### config.mk
export PLATFORM = sky130hd
export DESIGN_NAME = multiplication_pipe
export DESIGN_NICKNAME = d
export VERILOG_FILES = /design/src/rtl/multiplication_pipe.sv
export SDC_FILE = /design/constraint.sdc
export NUM_CORES = 1
export LEC_CHECK = 0
export ABC_AREA = 1
export CAP_MARGIN = 0
export CORE_MARGIN = 3
export CORE_UTILIZATION = 35
export CTS_BUF_LIST = sky130_fd_sc_hd__clkbuf_2 sky130_fd_sc_hd__clkbuf_4 sky130_fd_sc_hd__clkbuf_8
export CTS_CLUSTER_DIAMETER = 50
export DETAILED_ROUTE_END_ITERATION = 8
export PLACE_DENSITY = 0.55
export SLEW_MARGIN = 10
export SYNTH_ARGS = -nofsm -noshare
export SYNTH_HDL_FRONTEND = slang
export SYNTH_SLANG_ARGS = --single-unit
### constraint.sdc
create_clock -name clk -period 9.9 [get_ports clk]
set_input_delay 2.97 -clock clk [delete_from_list [all_inputs] [get_ports clk]]
set_output_delay 2.97 -clock clk [all_outputs]
set_load 0.05 [all_outputs]
### src/rtl/multiplication_pipe.sv
// Three-stage multi-lane multiplier: BF16 x BF16 -> BF16 (round to nearest even)
// or 8x8 -> 16-bit integer, selected per transaction. The whole pipe advances
// together whenever the output register is empty or being consumed.
module multiplication_pipe #(
  parameter int LANES       = 1,
  parameter bit SIGNED_INT8 = 1'b0
) (
  input  logic                  clk,
  input  logic                  rst,
  input  logic                  i_valid,
  output logic                  o_ready,
  input  logic                  i_int8,
  input  logic [16*LANES-1:0]   i_a,
  input  logic [16*LANES-1:0]   i_b,
  output logic                  o_valid,
  input  logic                  i_ready,
  output logic [16*LANES-1:0]   o_res,
  output logic [3*LANES-1:0]    o_flags
);

  logic advance;
  logic s1_valid_reg, s2_valid_reg, s3_valid_reg;
  logic s1_int8_reg, s2_int8_reg;

  // Pipe moves as a unit; bubbles are kept in place during a stall.
  assign advance = !s3_valid_reg || i_ready;
  assign o_ready = advance;
  assign o_valid = s3_valid_reg;

  // Stage valid bits and the mode bit that travels with each transaction.
  always_ff @(posedge clk) begin
    if (rst) begin
      s1_valid_reg <= 1'b0;
      s2_valid_reg <= 1'b0;
      s3_valid_reg <= 1'b0;
      s1_int8_reg  <= 1'b0;
      s2_int8_reg  <= 1'b0;
    end else if (advance) begin
      s1_valid_reg <= i_valid;
      s2_valid_reg <= s1_valid_reg;
      s3_valid_reg <= s2_valid_reg;
      s1_int8_reg  <= i_int8;
      s2_int8_reg  <= s1_int8_reg;
    end
  end

  for (genvar gi = 0; gi < LANES; gi++) begin : g_lane
    logic [15:0] a_lane, b_lane;
    logic        a_zero, b_zero, a_inf, b_inf, a_nan, b_nan;

    logic              sign1_reg, nan1_reg, inf1_reg, zero1_reg, inv1_reg;
    logic signed [9:0] exp1_reg;
    logic [7:0]        ma1_reg, mb1_reg;

    logic [15:0]        prod_u;
    logic signed [15:0] prod_s;
    logic               sign2_reg, nan2_reg, inf2_reg, zero2_reg, inv2_reg;
    logic signed [9:0]  exp2_reg;
    logic [15:0]        prod2_reg;

    logic [7:0]         mant;
    logic               guard, sticky, rnd;
    logic [8:0]         mant_r;
    logic signed [9:0]  exp_n, exp_r;
    logic [6:0]         frac;
    logic [15:0]        res_next;
    logic [2:0]         flags_next;
    logic [15:0]        res_reg;
    logic [2:0]         flags_reg;

    assign a_lane = i_a[16*gi +: 16];
    assign b_lane = i_b[16*gi +: 16];

    // Subnormals (exponent 0) are treated as zero.
    assign a_zero = (a_lane[14:7] == 8'h00);
    assign b_zero = (b_lane[14:7] == 8'h00);
    assign a_inf  = (a_lane[14:7] == 8'hFF) && (a_lane[6:0] == 7'd0);
    assign b_inf  = (b_lane[14:7] == 8'hFF) && (b_lane[6:0] == 7'd0);
    assign a_nan  = (a_lane[14:7] == 8'hFF) && (a_lane[6:0] != 7'd0);
    assign b_nan  = (b_lane[14:7] == 8'hFF) && (b_lane[6:0] != 7'd0);

    // S1: unpack operands and classify special cases.
    always_ff @(posedge clk) begin
      if (advance) begin
        sign1_reg <= a_lane[15] ^ b_lane[15];
        exp1_reg  <= $signed({2'b00, a_lane[14:7]}) + $signed({2'b00, b_lane[14:7]}) - 10'sd127;
        ma1_reg   <= i_int8 ? a_lane[7:0] : {1'b1, a_lane[6:0]};
        mb1_reg   <= i_int8 ? b_lane[7:0] : {1'b1, b_lane[6:0]};
        inv1_reg  <= (a_inf && b_zero) || (a_zero && b_inf);
        nan1_reg  <= a_nan || b_nan || (a_inf && b_zero) || (a_zero && b_inf);
        inf1_reg  <= a_inf || b_inf;
        zero1_reg <= a_zero || b_zero;
      end
    end

    assign prod_u = ma1_reg * mb1_reg;
    assign prod_s = $signed(ma1_reg) * $signed(mb1_reg);

    // S2: significand or integer multiply.
    always_ff @(posedge clk) begin
      if (advance) begin
        prod2_reg <= (SIGNED_INT8 && s1_int8_reg) ? 16'(prod_s) : prod_u;
        sign2_reg <= sign1_reg;
        exp2_reg  <= exp1_reg;
        nan2_reg  <= nan1_reg;
        inf2_reg  <= inf1_reg;
        zero2_reg <= zero1_reg;
        inv2_reg  <= inv1_reg;
      end
    end

    // S3 datapath: normalise, round to nearest even, then apply special cases.
    always_comb begin
      mant       = prod2_reg[14:7];
      guard      = prod2_reg[6];
      sticky     = |prod2_reg[5:0];
      exp_n      = exp2_reg;
      if (prod2_reg[15]) begin
        mant   = prod2_reg[15:8];
        guard  = prod2_reg[7];
        sticky = |prod2_reg[6:0];
        exp_n  = exp2_reg + 10'sd1;
      end
      rnd        = guard && (sticky || mant[0]);
      mant_r     = {1'b0, mant} + {8'd0, rnd};
      exp_r      = mant_r[8] ? exp_n + 10'sd1 : exp_n;
      frac       = mant_r[8] ? mant_r[7:1] : mant_r[6:0];
      res_next   = {sign2_reg, exp_r[7:0], frac};
      flags_next = 3'b000;
      if (s2_int8_reg) begin
        res_next = prod2_reg;
      end else if (nan2_reg) begin
        res_next   = 16'h7FC0;
        flags_next = {inv2_reg, 2'b00};
      end else if (inf2_reg) begin
        res_next = {sign2_reg, 8'hFF, 7'd0};
      end else if (zero2_reg) begin
        res_next = {sign2_reg, 15'd0};
      end else if (exp_r >= 10'sd255) begin
        res_next   = {sign2_reg, 8'hFF, 7'd0};
        flags_next = 3'b010;
      end else if (exp_r <= 10'sd0) begin
        res_next   = {sign2_reg, 15'd0};
        flags_next = 3'b001;
      end
    end

    // S3 register: output only changes when a real transaction moves in.
    always_ff @(posedge clk) begin
      if (rst) begin
        res_reg   <= 16'd0;
        flags_reg <= 3'd0;
      end else if (advance && s2_valid_reg) begin
        res_reg   <= res_next;
        flags_reg <= flags_next;
      end
    end

    assign o_res[16*gi +: 16]  = res_reg;
    assign o_flags[3*gi +: 3]  = flags_reg;
  end

endmodule
==> results.json, run 1 <==
{
  "run_status": "completed",
  "synthCells": 828,
  "min_from": "g_lane[0].inv1_reg",
  "cts_hold_buf": 0,
  "die_y_um": 145,
  "reg2regPathDepth": 19,
  "r2r_start": "g_lane[0].ma1_reg[2]",
  "dp_hpwl_um": 10900,
  "cp_max_fo": 8,
  "dp.cells": 1120,
  "power_density_nw_per_um2": 202,
  "cts-root-buf": "clkbuf_8",
  "fin_crit_sh": 0.757,
  "ys_seq_area_frac": 0.348,
  "path_class": "input port to output pin",
  "min_period_ps": 7490,
  "cts_tree": "done",
  "fin_ws_ps": 2410,
  "hold_viol_final": 0,
  "grtUsageTotal": 0.138,
  "wl_um": 13300,
  "diodes": 0,
  "setup-violations-final": 0,
  "die_w_um": 145,
  "fin_tns_setup_ps": 0,
  "yosys_warnings": 0,
  "cts_max_level": 3,
  "antenna_found_initial": 0,
  "clock_latency_ps": 370,
  "clk_pin_slew_ps": 80,
  "cp.required_ps": 6930,
  "synthFlopType": "edfxtp_1",
  "drt_iter0_drc": 202,
  "grt_pass1_vias": 4871,
  "hp-class": "flop to flop",
  "worstMarginPinSlew_ps": 830,
  "skew_ps": 11.9,
  "critPathArrivalTime_ps": 4520,
  "dieArea_um2": 21000,
  "startpoint_type": "input port",
  "rows": 50,
  "rsz0062_at_grt": "false",
  "synth_area_um2": 6740,
  "syn_nets": 956,
  "end_kind": "output pin",
  "postSynthAreaPerCell_um2": 8.14,
  "final_cells": 1136,
  "cts_buffer_depth": 2,
  "ys_ff_latch": 86,
  "numCtsBuffers": 9,
  "final_area_um2": 7740,
  "route.detailed.drc": 0,
  "drt_pass1_iterations": 6,
  "io-pin-count": 58,
  "layout.nets": 999,
  "synth-edff-count": 62,
  "ff2ff_setup_slack_ps": 5270,
  "post_cts_buffers": 0,
  "max_freq_ghz": 0.133,
  "grt_pass1_wl_um": 23300,
  "vdd_drop_max_uv": 81.8,
  "grt_max_degree": 66,
  "fillCellCount": 1972,
  "via_per_inst": 4.46,
  "relSlewSlack": 0.444,
  "vias": 5062,
  "cts_sinks": 86,
  "ctsResizeCount": 0,
  "drtAntennaViolNets": 0,
  "total_power_mw": 1.57,
  "finalMaxSlewViolations": 0,
  "p_leak_nw": 3.79,
  "yosysUniqueCellTypes": 43,
  "async_flop_share": 0,
  "core_area_um2": 18800,
  "globalRouteOverflowTotal": 0,
  "hold-worst-slack_ps": 421,
  "initial_core_util": 0.358,
  "io_buffers": 57,
  "placed_area_um2": 7520,
  "multi_input_area_um2": 3660,
  "dp_slack_ps": 2400,
  "area_growth_pct": 14.9,
  "wl_per_cell_um": 11.7,
  "cp-startpoint": "i_ready",
  "hold_depth": 0,
  "finish.utilization": 0.411,
  "drive_gt1_frac": 0.0662,
  "register_area_um2": 2340,
  "gp_congestion": 0.851,
  "cap_violations": 0
}
-- placed cells by master, fill, tap and decap left out, types with 6 or more instances in the layout --
cell type and instances:
nor2_2 7, nor2_1 66, a21oi_1 43, nand3_1 32
fa_1 37, a21oi_2 7, ha_1 54, clkdlybuf4s50_1 57
inv_2 6, nand2_1 205, edfxtp_1 62, nor4_1 7
dfxtp_1 24, xor2_1 21, nand2_2 7, o21ai_0 23
inv_1 152, clkbuf_8 10, nand4_1 7
-- cell families (layout without fill, tap and decap cells) --
logic type               count (synthesis)  in the layout  share of synthesized area
flip-flops                              86             86                      0.348
buffers and inverters                  188            236                      0.109
adder cells (fa/ha/maj)                 91             91                      0.210
XOR/XNOR                                26             26                     0.0338
AO/OA/AOI/OAI                           83             83                     0.0689
AND/OR/NAND/NOR                        354            354                      0.231
-- power breakdown --
part	switching [mW]	leakage, nW	internal, mW
sequential	0.0555	0.864	0.484
clock	0.126	0.116	0.150
combinational	0.455	2.81	0.297
total	0.637	3.79	0.931
-- area by class of cell --
cell class,instances,area share
multi-input combinational,554,0.473
sequential,86,0.302
inverter,161,0.0780
timing repair buffer,59,0.0756
tap,260,0.0420
clock buffer,11,0.0184
clock inverter,5,0.0107
-- synth_stat cells, drive strengths merged, types with 2 or more instances --
master  count  area [µm²]
or4         2        15.0
o21ai      25         129
xnor2       5        43.8
inv       158         593
a21oi      50         277
o21bai      2        15.0
nand2     216         858
nand3      34         180
nor2       77         337
ha         54         676
buf         6        50.0
xor2       21         184
fa         37         741
dfxtp      24         480
nor4        7        43.8
edfxtp     62        1860
clkbuf     21        78.8
nor3        6        41.3
nand3b      2        15.0
clkinv      3        11.3
nand4       7        43.8
-- worst max-delay path, cell delays in order --
cell             delay (ps)
clkdlybuf4s50_1         450
nor2_1                   50
buf_4                   170
inv_2                    80
clkdlybuf4s50_1         800
-- per-layer routing --
layer	GRT usage	vias up	share of wire
met4	0.0353	0	0.013
met2	0.219	90	0.44
li1	-	2685	-
met3	0.0246	11	0.034
met5	0	-	0
met1	0.195	2276	0.51
-- final timing paths --
path,endpoint
setup / recovery,o_ready
setup reg to reg,g_lane[0].prod2_reg[14]
hold reg to reg,g_lane[0].inv2_reg
hold / removal,g_lane[0].inv2_reg
Note: power is estimated with default switching activity, not from simulation.
==> inputs of run 2 (changes only) <==
--- a/config.mk
+++ b/config.mk
@@ -12,7 +12,7 @@
 export CTS_BUF_LIST = sky130_fd_sc_hd__clkbuf_2 sky130_fd_sc_hd__clkbuf_4 sky130_fd_sc_hd__clkbuf_8
 export CTS_CLUSTER_DIAMETER = 50
 export DETAILED_ROUTE_END_ITERATION = 8
-export PLACE_DENSITY = 0.55
+export PLACE_DENSITY = 0.57
 export SLEW_MARGIN = 10
 export SYNTH_ARGS = -nofsm -noshare
 export SYNTH_HDL_FRONTEND = slang
==> constraint.sdc (replaced) <==
create_clock -name clk -period 6 [get_ports clk]
set_input_delay 1.8 -clock clk [delete_from_list [all_inputs] [get_ports clk]]
set_output_delay 1.8 -clock clk [all_outputs]
set_load 0.05 [all_outputs]
==> run 2 against run 1 <==
Against the previous run: clock power grew 48%; cell count increased by 0.18%; clock skew decreased by 4.2 ps; hold slack got worse by 0.53 ps; first-iteration DRC count is 5.9% higher; combinational power increased by 66%; via count barely moved; total power increased by 62%; sequential share of layout area barely moved; sequential power increased by 64%; critical path type unchanged.
==> results.json, run 2 (synthesis results as in run 1) <==
{
  "run_status": "completed",
  "grt_pass1_vias": 4848,
  "p_leak_nw": 3.78,
  "numCtsBuffers": 9,
  "cp_slowest_cell": "clkdlybuf4s50_1",
  "clock_latency_ps": 370,
  "total_power_mw": 2.54,
  "clk_pin_slew_ps": 80,
  "dp_hpwl_um": 11000,
  "cts-root-buf": "clkbuf_8",
  "dr_wl_met2_um": 6180,
  "drive_gt1_frac": 0.0683,
  "critPathArrivalTime_ps": 3320,
  "final_cell_mix": "nand2_1 (205), inv_1 (152), nor2_1 (66)",
  "fin_crit_sh": 0.853,
  "end_kind": "output pin",
  "die_y_um": 145,
  "route.detailed.drc": 0,
  "drt_iter0_drc": 214,
  "post_cts_buffers": 0,
  "hold_viol_final": 0,
  "relSlewSlack": 0.484,
  "vdd_drop_max_uv": 150,
  "io-pin-count": 58,
  "skew_ps": 7.65,
  "startpoint_type": "input port",
  "cts_sinks": 86,
  "worstMarginPinSlew_ps": 774,
  "rows": 50,
  "crit_path_frequent_cell": "clkdlybuf4s50_1",
  "cts_hold_buf": 0,
  "gp_congestion": 0.885,
  "rsz0062_at_grt": "false",
  "initial_core_util": 0.358,
  "cp_max_fo": 2,
  "critPathMaxStageDelay_ps": 720,
  "grt_pass1_wl_um": 23000,
  "wl_um": 13500,
  "globalRouteOverflowTotal": 0,
  "area_growth_pct": 14.8,
  "dp.cells": 1122,
  "fillCellCount": 1898,
  "grtUsageTotal": 0.138,
  "via_per_inst": 4.44,
  "wl_per_cell_um": 11.8,
  "power_density_nw_per_um2": 328,
  "dr.max_layer_used": "met4",
  "cts_max_level": 3,
  "vias": 5058,
  "cts_buffer_depth": 2,
  "core_area_um2": 18800,
  "final_cells": 1138,
  "finalMaxSlewViolations": 0,
  "path_class": "input port to output pin",
  "dieArea_um2": 21000,
  "path_cells": "clkdlybuf4s50_1 -> nor2_1 -> inv_2 -> clkdlybuf4s50_1",
  "grt_max_degree": 66,
  "hp-class": "flop to flop",
  "fin_tns_setup_ps": 0,
  "cap_violations": 0,
  "cts_tree": "done",
  "drtAntennaViolNets": 0,
  "antenna_found_initial": 0,
  "min_period_ps": 5120,
  "cp.required_ps": 4200,
  "diodes": 0,
  "setup-violations-final": 0,
  "io_buffers": 57,
  "met3WireLength_um": 533,
  "die_w_um": 145,
  "drt_pass1_iterations": 4,
  "wl_met1_um": 6600,
  "max_freq_ghz": 0.195,
  "layout.nets": 1001,
  "ctsResizeCount": 0,
  "final_common_cell": "nand2_1"
}
run 2: cell types whose count changed in the layout (fill, tap and decap cells not counted):
cell        change
clkbuf_2        -1
inv_6           +1
clkinvlp_4      +1
buf_4           +2
bufinv_16       -1
clkbuf_8        -1
clkinvlp_2      +1
run 2: critical path: cells and delay by family:
kind,cells,cell delay (ps)
simple gates,1,290
buf+inv,3,1230
run 2: per-stage QoR:
stage                     hold WS, ps  utilization  setup WS [ps]  cell area, µm²
after CTS                         415        0.411            849            7730
after floorplan                   400            -            772            6740
final                             420        0.411            880            7730
after detailed placement          405        0.400            861            7530
after global placement            401        0.400            833            7530
after global routing              425        0.411            799            7730
run 2: report_power, final:
| part | switching (mW) | total [mW] | leakage (nW) | internal, mW |
|---|---|---|---|---|
| registers | 0.0874 | 0.885 | 0.864 | 0.797 |
| clock network | 0.215 | 0.408 | 0.0957 | 0.193 |
| logic | 0.754 | 1.25 | 2.82 | 0.492 |
| total | 1.06 | 2.54 | 3.78 | 1.48 |
run 2: final timing paths:
kind                        endpoint  slack (ps)                  start  depth (start not counted)
max                          o_ready         880                i_ready                          4
min            g_lane[0].exp2_reg[0]         420  g_lane[0].exp1_reg[0]                          0
max reg2reg  g_lane[0].prod2_reg[14]        1340   g_lane[0].ma1_reg[2]                         19
min reg2reg    g_lane[0].exp2_reg[0]         420  g_lane[0].exp1_reg[0]                          0
run 2: area by class of cell:
| type | instances | area (µm²) | share of cell area |
|---|---|---|---|
| multi-input cells | 554 | 3660 | 0.474 |
| clock inverters | 7 | 73.8 | 0.00955 |
| inverters | 161 | 604 | 0.0782 |
| clock buffers | 9 | 124 | 0.0160 |
| well taps | 260 | 325 | 0.0421 |
| repair buffers | 61 | 601 | 0.0777 |
| flip-flops and latches | 86 | 2340 | 0.303 |
run 2: routing by layer:
metal,GRT usage,up-vias
li1,-,2686
met5,0,-
met1,0.190,2291
met2,0.220,72
met4,0.0339,0
met3,0.0302,9
==> inputs of run 3 (changes only) <==
--- a/config.mk
+++ b/config.mk
@@ -13,6 +13,7 @@
 export CTS_CLUSTER_DIAMETER = 50
 export DETAILED_ROUTE_END_ITERATION = 8
 export PLACE_DENSITY = 0.57
+export SETUP_SLACK_MARGIN = 0.2
 export SLEW_MARGIN = 10
 export SYNTH_ARGS = -nofsm -noshare
 export SYNTH_HDL_FRONTEND = slang
==> results of run 3 <==
No change in the layout: final DEF, timing and power equal those of run 2.
==> variant 1 (config.mk and constraints of run 3) <==
Reset style: asynchronous (`rst`), changed in 2 clocked blocks.
--- a/src/rtl/multiplication_pipe.sv
+++ b/src/rtl/multiplication_pipe.sv
@@ -28,7 +28,7 @@
   assign o_valid = s3_valid_reg;
 
   // Stage valid bits and the mode bit that travels with each transaction.
-  always_ff @(posedge clk) begin
+  always_ff @(posedge clk or posedge rst) begin
     if (rst) begin
       s1_valid_reg <= 1'b0;
       s2_valid_reg <= 1'b0;
@@ -146,7 +146,7 @@
     end
 
     // S3 register: output only changes when a real transaction moves in.
-    always_ff @(posedge clk) begin
+    always_ff @(posedge clk or posedge rst) begin
       if (rst) begin
         res_reg   <= 16'd0;
         flags_reg <= 3'd0;
Formal check against the unedited RTL: not equivalent (Yosys sat finds a counterexample within 4 cycles, from zero or initial values and one cycle with rst high; the reset may be asserted at any time).
==> variant 1 against run 3 <==
- routed wire length up 0.92%
- synthesized area rose by 1.3%
- largest cell class unchanged
- sequential cell count did not move
- setup slack gained 390 ps
- cell area rose by 1.3%
- core utilization increased by 0.27 points
- sequential share of layout area rose by 1.1 points
- critical endpoint unchanged
Power is not compared: it rests on default switching activity, and its combinational part moved more than twofold at a synthesized area within 25%.
==> variant 1: results (changes against run 3) <==
| Metric | Value |
|---|---|
| Antenna Nets Post-Route | `0 (unchanged)` |
| FFs w/ async S/R, synth | `27.9% (+28 points)` |
| Static leakage | `3.89 nW` |
| Largest net degree at the start of global routing | `53 (-20%)` |
| Reg-to-reg critical path endpoint | `g_lane[0].prod2_reg[14]$_DFFE_PN_` |
| Share of cells above drive strength 1 | `5.29% (-1.5 points)` |
| Status | `complete, no violations` |
| Flop2flop setup slack | `1370 ps (+30 ps)` |
| Tot GR Track Use | `13.4% (-0.30 points)` |
| Wire per inst | `11.8 um (about the same)` |
| Clk root buf | `clkbuf_8` |
| Worst Skew | `12.4 ps (+4.79 ps)` |
| Worst-Margin Slew | `907 ps (+133 ps)` |
| Filler cells | `1,941 (+2.3%)` |
| CTS Buf Count | `9 (unchanged)` |
| CP startpoint | `i_ready` |
| DP Worst Slack | `1220 ps (+356 ps)` |
| Port bufs | `57 (unchanged)` |
| Worst EP arrival | `2930 ps (-390 ps)` |
| First-pass GRT wire length | `23,600 um (+2.4%)` |
| Worst setup path endpoint | `o_ready` |
| Period minus WS final | `4730 ps (-394 ps)` |
| Iteration-0 DRC count of the detailed router | `214 (unchanged)` |
| R2R cell count | `18 (-1)` |
| Worst-Skew Late Latency | `370 ps (about the same)` |
| Post-synth EDFFs | `62 (unchanged)` |
| Top_reg_cell synth | `edfxtp_1` |
| Clk pin slew, worst setup/hold paths | `around 70 ps` |
| Clk buf depth | `2 (unchanged)` |
| Max incr delay on CP | `400 ps (-320 ps)` |
| Vias in the first global route | `4,994 (+3.0%)` |
| Final Wtd Congestion | `0.852 (-3.7%)` |
| Worst r2r src | `g_lane[0].mb1_reg[7]$_SDFFCE_PN1N_` |
| Synth cell count leaders | `nand2_1 (235), inv_1 (159), nor2_1 (68)` |
| Ys Warns | `0 (unchanged)` |
| Initial DRT Pass Iterations | `4 (unchanged)` |
| Synth cell types | `34 (-21%)` |
| Hold path endpoint | `g_lane[0].exp2_reg[4]$_DFFE_PN_` |
| # nets final | `1,012 (+1.1%)` |
| Dpl hpwl | `11,000 um (+0.70%)` |
| Crit path max fanout | `6 (+4)` |
| Final setup fails | `0 (unchanged)` |
| H-Tree Depth | `3 (unchanged)` |
| Area contributors post-synth | `edfxtp_1 (27%), nand2_1 (13%), fa_1 (11%)` |
| CP max stage cell | `clkdlybuf4s50_1` |
| Class of the worst hold path | `reg2reg` |
| Setup bufs post-CTS | `0 (unchanged)` |
| Antenna violations before repair | `0 (unchanged)` |
| # diodes | `0 (unchanged)` |
| Seq/Total Area, Yosys | `36.1% (+1.3 points)` |
| Total number of vias | `5,074 (+0.32%)` |
| Post-Syn Nets | `966 (+1.0%)` |
| Hold_sp | `g_lane[0].exp1_reg[4]$_DFFE_PN_` |
| Peak supply drop | `244 uV` |
-- variant 1: changes by cell type after synthesis, sizes merged, moves of 3 or more --
cell and delta:
nand4 +3, nor3 -3, inv +6, clkinv -3, o21bai +4, dfxtp -24
nand2 +26, a21oi -17, dfrtp +24
-- variant 1: power breakdown --
part	internal (mW)	switching (mW)	total (mW)
Clock	0.241	0.206	0.448
Sequential	0.978	0.179	1.16
Combinational	0.979	1.59	2.57
Total	2.20	1.98	4.17
-- variant 1: through the flow --
stage                     hold WS [ps]  area [um^2]  instances  power (mW)
after global placement             403         7620       1133        3.74
after global routing               428         7840       1148        4.68
after floorplan                    400         6820        838        3.17
after detailed placement           405         7620       1133        3.75
final                              421         7840       1148        4.17
after CTS                          424         7840       1148        4.22
-- variant 1: worst max-delay path, delay by kind of cell --
family        cells  cell delay [ps]
buf+inv           3              770
simple gates      1              350
-- variant 1: metal layers --
metal | GRT usage (%) | wire length (um) | share of wire (%) | vias up
li1 | - | - | - | 2710
met1 | 19.5 | 7250 | 53 | 2261
met2 | 20.4 | 5660 | 42 | 89
met3 | 2.49 | 462 | 3.4 | 14
met4 | 4.13 | 216 | 1.6 | 0
met5 | 0 | 0 | 0 | -
-- variant 1: cell type report --
cell class              instances  share of cell area [%]
flip-flops and latches         86                    31.4
repair buffers                 59                    7.44
well taps                     260                    4.15
clock buffers                  11                    1.77
inverters                     164                    7.86
clock inverters                 4                   0.926
multi-input cells             564                    46.4
-- variant 1: kinds of logic (layout without fill, tap and decap cells) --
logic type	Yosys count	in the layout	share of synthesized area, %
AOI/OAI and AO/OA	69	69	5.61
DFF	86	86	36.1
xor gates and xnor gates	25	25	3.32
adders and majority gates	91	91	20.8
and+or+nand+nor	379	379	23.6
buffers and inverters	188	238	10.6
==> variant 2 (settings of run 3) <==
Made on the original files. The parameter `SIGNED_INT8` goes from 1'b0 to 1'b1.
--- a/src/rtl/multiplication_pipe.sv
+++ b/src/rtl/multiplication_pipe.sv
@@ -3,7 +3,7 @@
 // together whenever the output register is empty or being consumed.
 module multiplication_pipe #(
   parameter int LANES       = 1,
-  parameter bit SIGNED_INT8 = 1'b0
+  parameter bit SIGNED_INT8 = 1'b1
 ) (
   input  logic                  clk,
   input  logic                  rst,
Check against the original RTL: not equivalent (Yosys sat finds a counterexample within 4 cycles, from zero or initial values and one cycle with rst high).
==> variant 2 against run 3 <==
- non-clock buffer count down 1
- clock power up 5%
- sequential power up 2%
- combinational power up 96%
- cell area up 28%
- setup slack worse by 43 ps
- sequential cell count unchanged
- synthesized area up 31%
- total power up 49%
- sequential share of layout area down 6.5 points
- routed wire length up 44%
- critical path depth up 20
- final cell count up 29%
- critical path type is now reg2reg
- critical endpoint is now g_lane[0].prod2_reg[14]$_DFFE_PN_
- largest power group unchanged
==> variant 2: results (changes against run 3) <==
| Metric | Value |
|---|---|
| Class of the worst hold path | `reg2reg` |
| Initial DRT Pass Iterations | `5 (+1)` |
| Worst-Skew Late Latency | `about 380 ps` |
| Port bufs | `57 (unchanged)` |
| Clk buf depth | `2 (unchanged)` |
| Top_reg_cell synth | `edfxtp_1` |
| CP max stage cell | `fa_1` |
| Seq group | `0.899 mW (+2%)` |
| Antenna Nets Post-Route | `0 (unchanged)` |
| Antenna violations before repair | `0 (unchanged)` |
| Dpl hpwl | `16,300 um (+49%)` |
| Worst EP arrival | `5310 ps (+1990 ps)` |
| Status | `complete, no violations` |
| Final Wtd Congestion | `0.870 (-1.7%)` |
| Share of cells above drive strength 1 | `5.35% (-1.5 points)` |
| FFs w/ async S/R, synth | `0% (unchanged)` |
| Top Consumer | `combinational cells` |
| Peak supply drop | `166 uV (+11%)` |
| Final cell count without fillers | `1,465 (+29%)` |
| Area contributors post-synth | `edfxtp_1 (21%), fa_1 (20%), inv_1 (11%)` |
| Static leakage | `5.00 nW (+32%)` |
| Post-CTS sizing | `0 (unchanged)` |
| Crit path max fanout | `9 (+7)` |
| Cells after Synth | `1,096 (+32%)` |
| Final hold vios | `0 (unchanged)` |
| # diodes | `0 (unchanged)` |
| First-pass GRT wire length | `32,600 um (+41%)` |
| Seq/Total Area, Yosys | `26.6% (-8.2 points)` |
| Filler cells | `2,532 (+33%)` |
| Vias in the first global route | `6,669 (+38%)` |
| Cell count after placement | `1,449 (+29%)` |
| # nets final | `1,335 (+33%)` |
| Synth cell count leaders | `inv_1 (255), nand2_1 (229), fa_1 (86)` |
| Total Routed Length | `19,300 um (+44%)` |
| Int Power | `1.97 mW (+33%)` |
| Max incr delay on CP | `530 ps (-190 ps)` |
| CTS Buf Count | `9 (unchanged)` |
| Synth cell types | `40 (-7.0%)` |
| Tot GR Track Use | `15.0% (+1.2 points)` |
| Number of remaining DRC errors | `0 (unchanged)` |
| Flop2flop setup slack | `840 ps (-500 ps)` |
| Delay-heaviest family, CP | `adder cells` |
| Largest net degree at the start of global routing | `65 (-1.5%)` |
| Clock net power | `0.427 mW (+5%)` |
| Clk root buf | `clkbuf_8` |
| Clk pin slew, worst setup/hold paths | `around 90 ps` |
| Post-synth EDFFs | `62 (unchanged)` |
| Iteration-0 DRC count of the detailed router | `341 (+59%)` |
| Setup bufs post-CTS | `0 (unchanged)` |
| Avg Vias per Cell | `4.58 (+3.0%)` |
| H-Tree Depth | `3 (unchanged)` |
| Slew HR | `36.5% (-12 points)` |
| Ys Warns | `0 (unchanged)` |
| Worst Skew | `9.24 ps (+1.59 ps)` |
-- variant 2: per-stage QoR --
step	utilization (%)	hold slack, ps	total power [mW]	setup slack (ps)	cell area, um^2
floorplan	-	400	2.84	776	8810
finish	40.2	425	3.78	838	9860
global placement	39.4	400	3.37	887	9660
CTS	40.2	426	3.83	796	9860
detailed placement	39.4	405	3.38	812	9660
global route	40.2	430	4.28	343	9860
-- variant 2: logic make-up (layout without fill, tap and decap cells) --
kind of cell	after synthesis	count (layout)	share of synthesized area (%)
AND/OR/NAND/NOR	395	395	19.4
buffers and inverters	297	342	13.0
adder cells (fa/ha/maj)	162	162	30.3
AO/OA/AOI/OAI	128	128	7.93
flip-flops	86	86	26.6
XOR/XNOR	27	27	2.68
multiplexers	1	1	0.114
-- variant 2: cell type report --
cell class,count,area [um^2],share of cell area (%)
timing repair buffer,60,591,5.99
clock inverter,6,68.8,0.698
clock buffer,10,131,1.33
sequential,86,2340,23.7
multi-input combinational,713,5330,54.0
inverter,266,998,10.1
tap,324,405,4.11
-- variant 2: final timing paths --
path                                                         start                                end  depth (start not counted)
worst min register to register     g_lane[0].exp1_reg[1]$_DFFE_PN_    g_lane[0].exp2_reg[1]$_DFFE_PN_                          0
worst min-delay path               g_lane[0].exp1_reg[1]$_DFFE_PN_    g_lane[0].exp2_reg[1]$_DFFE_PN_                          0
worst max register to register  g_lane[0].mb1_reg[7]$_SDFFCE_PN1N_  g_lane[0].prod2_reg[14]$_DFFE_PN_                         24
worst max-delay path            g_lane[0].mb1_reg[7]$_SDFFCE_PN1N_  g_lane[0].prod2_reg[14]$_DFFE_PN_                         24
-- variant 2: per-layer routing --
layer	vias up	global-route usage, %	wire length, um
li1	3464	-	-
met5	-	0	0
met3	22	2.03	730
met2	131	22.7	8250
met1	3091	22.4	10000
met4	0	3.85	329
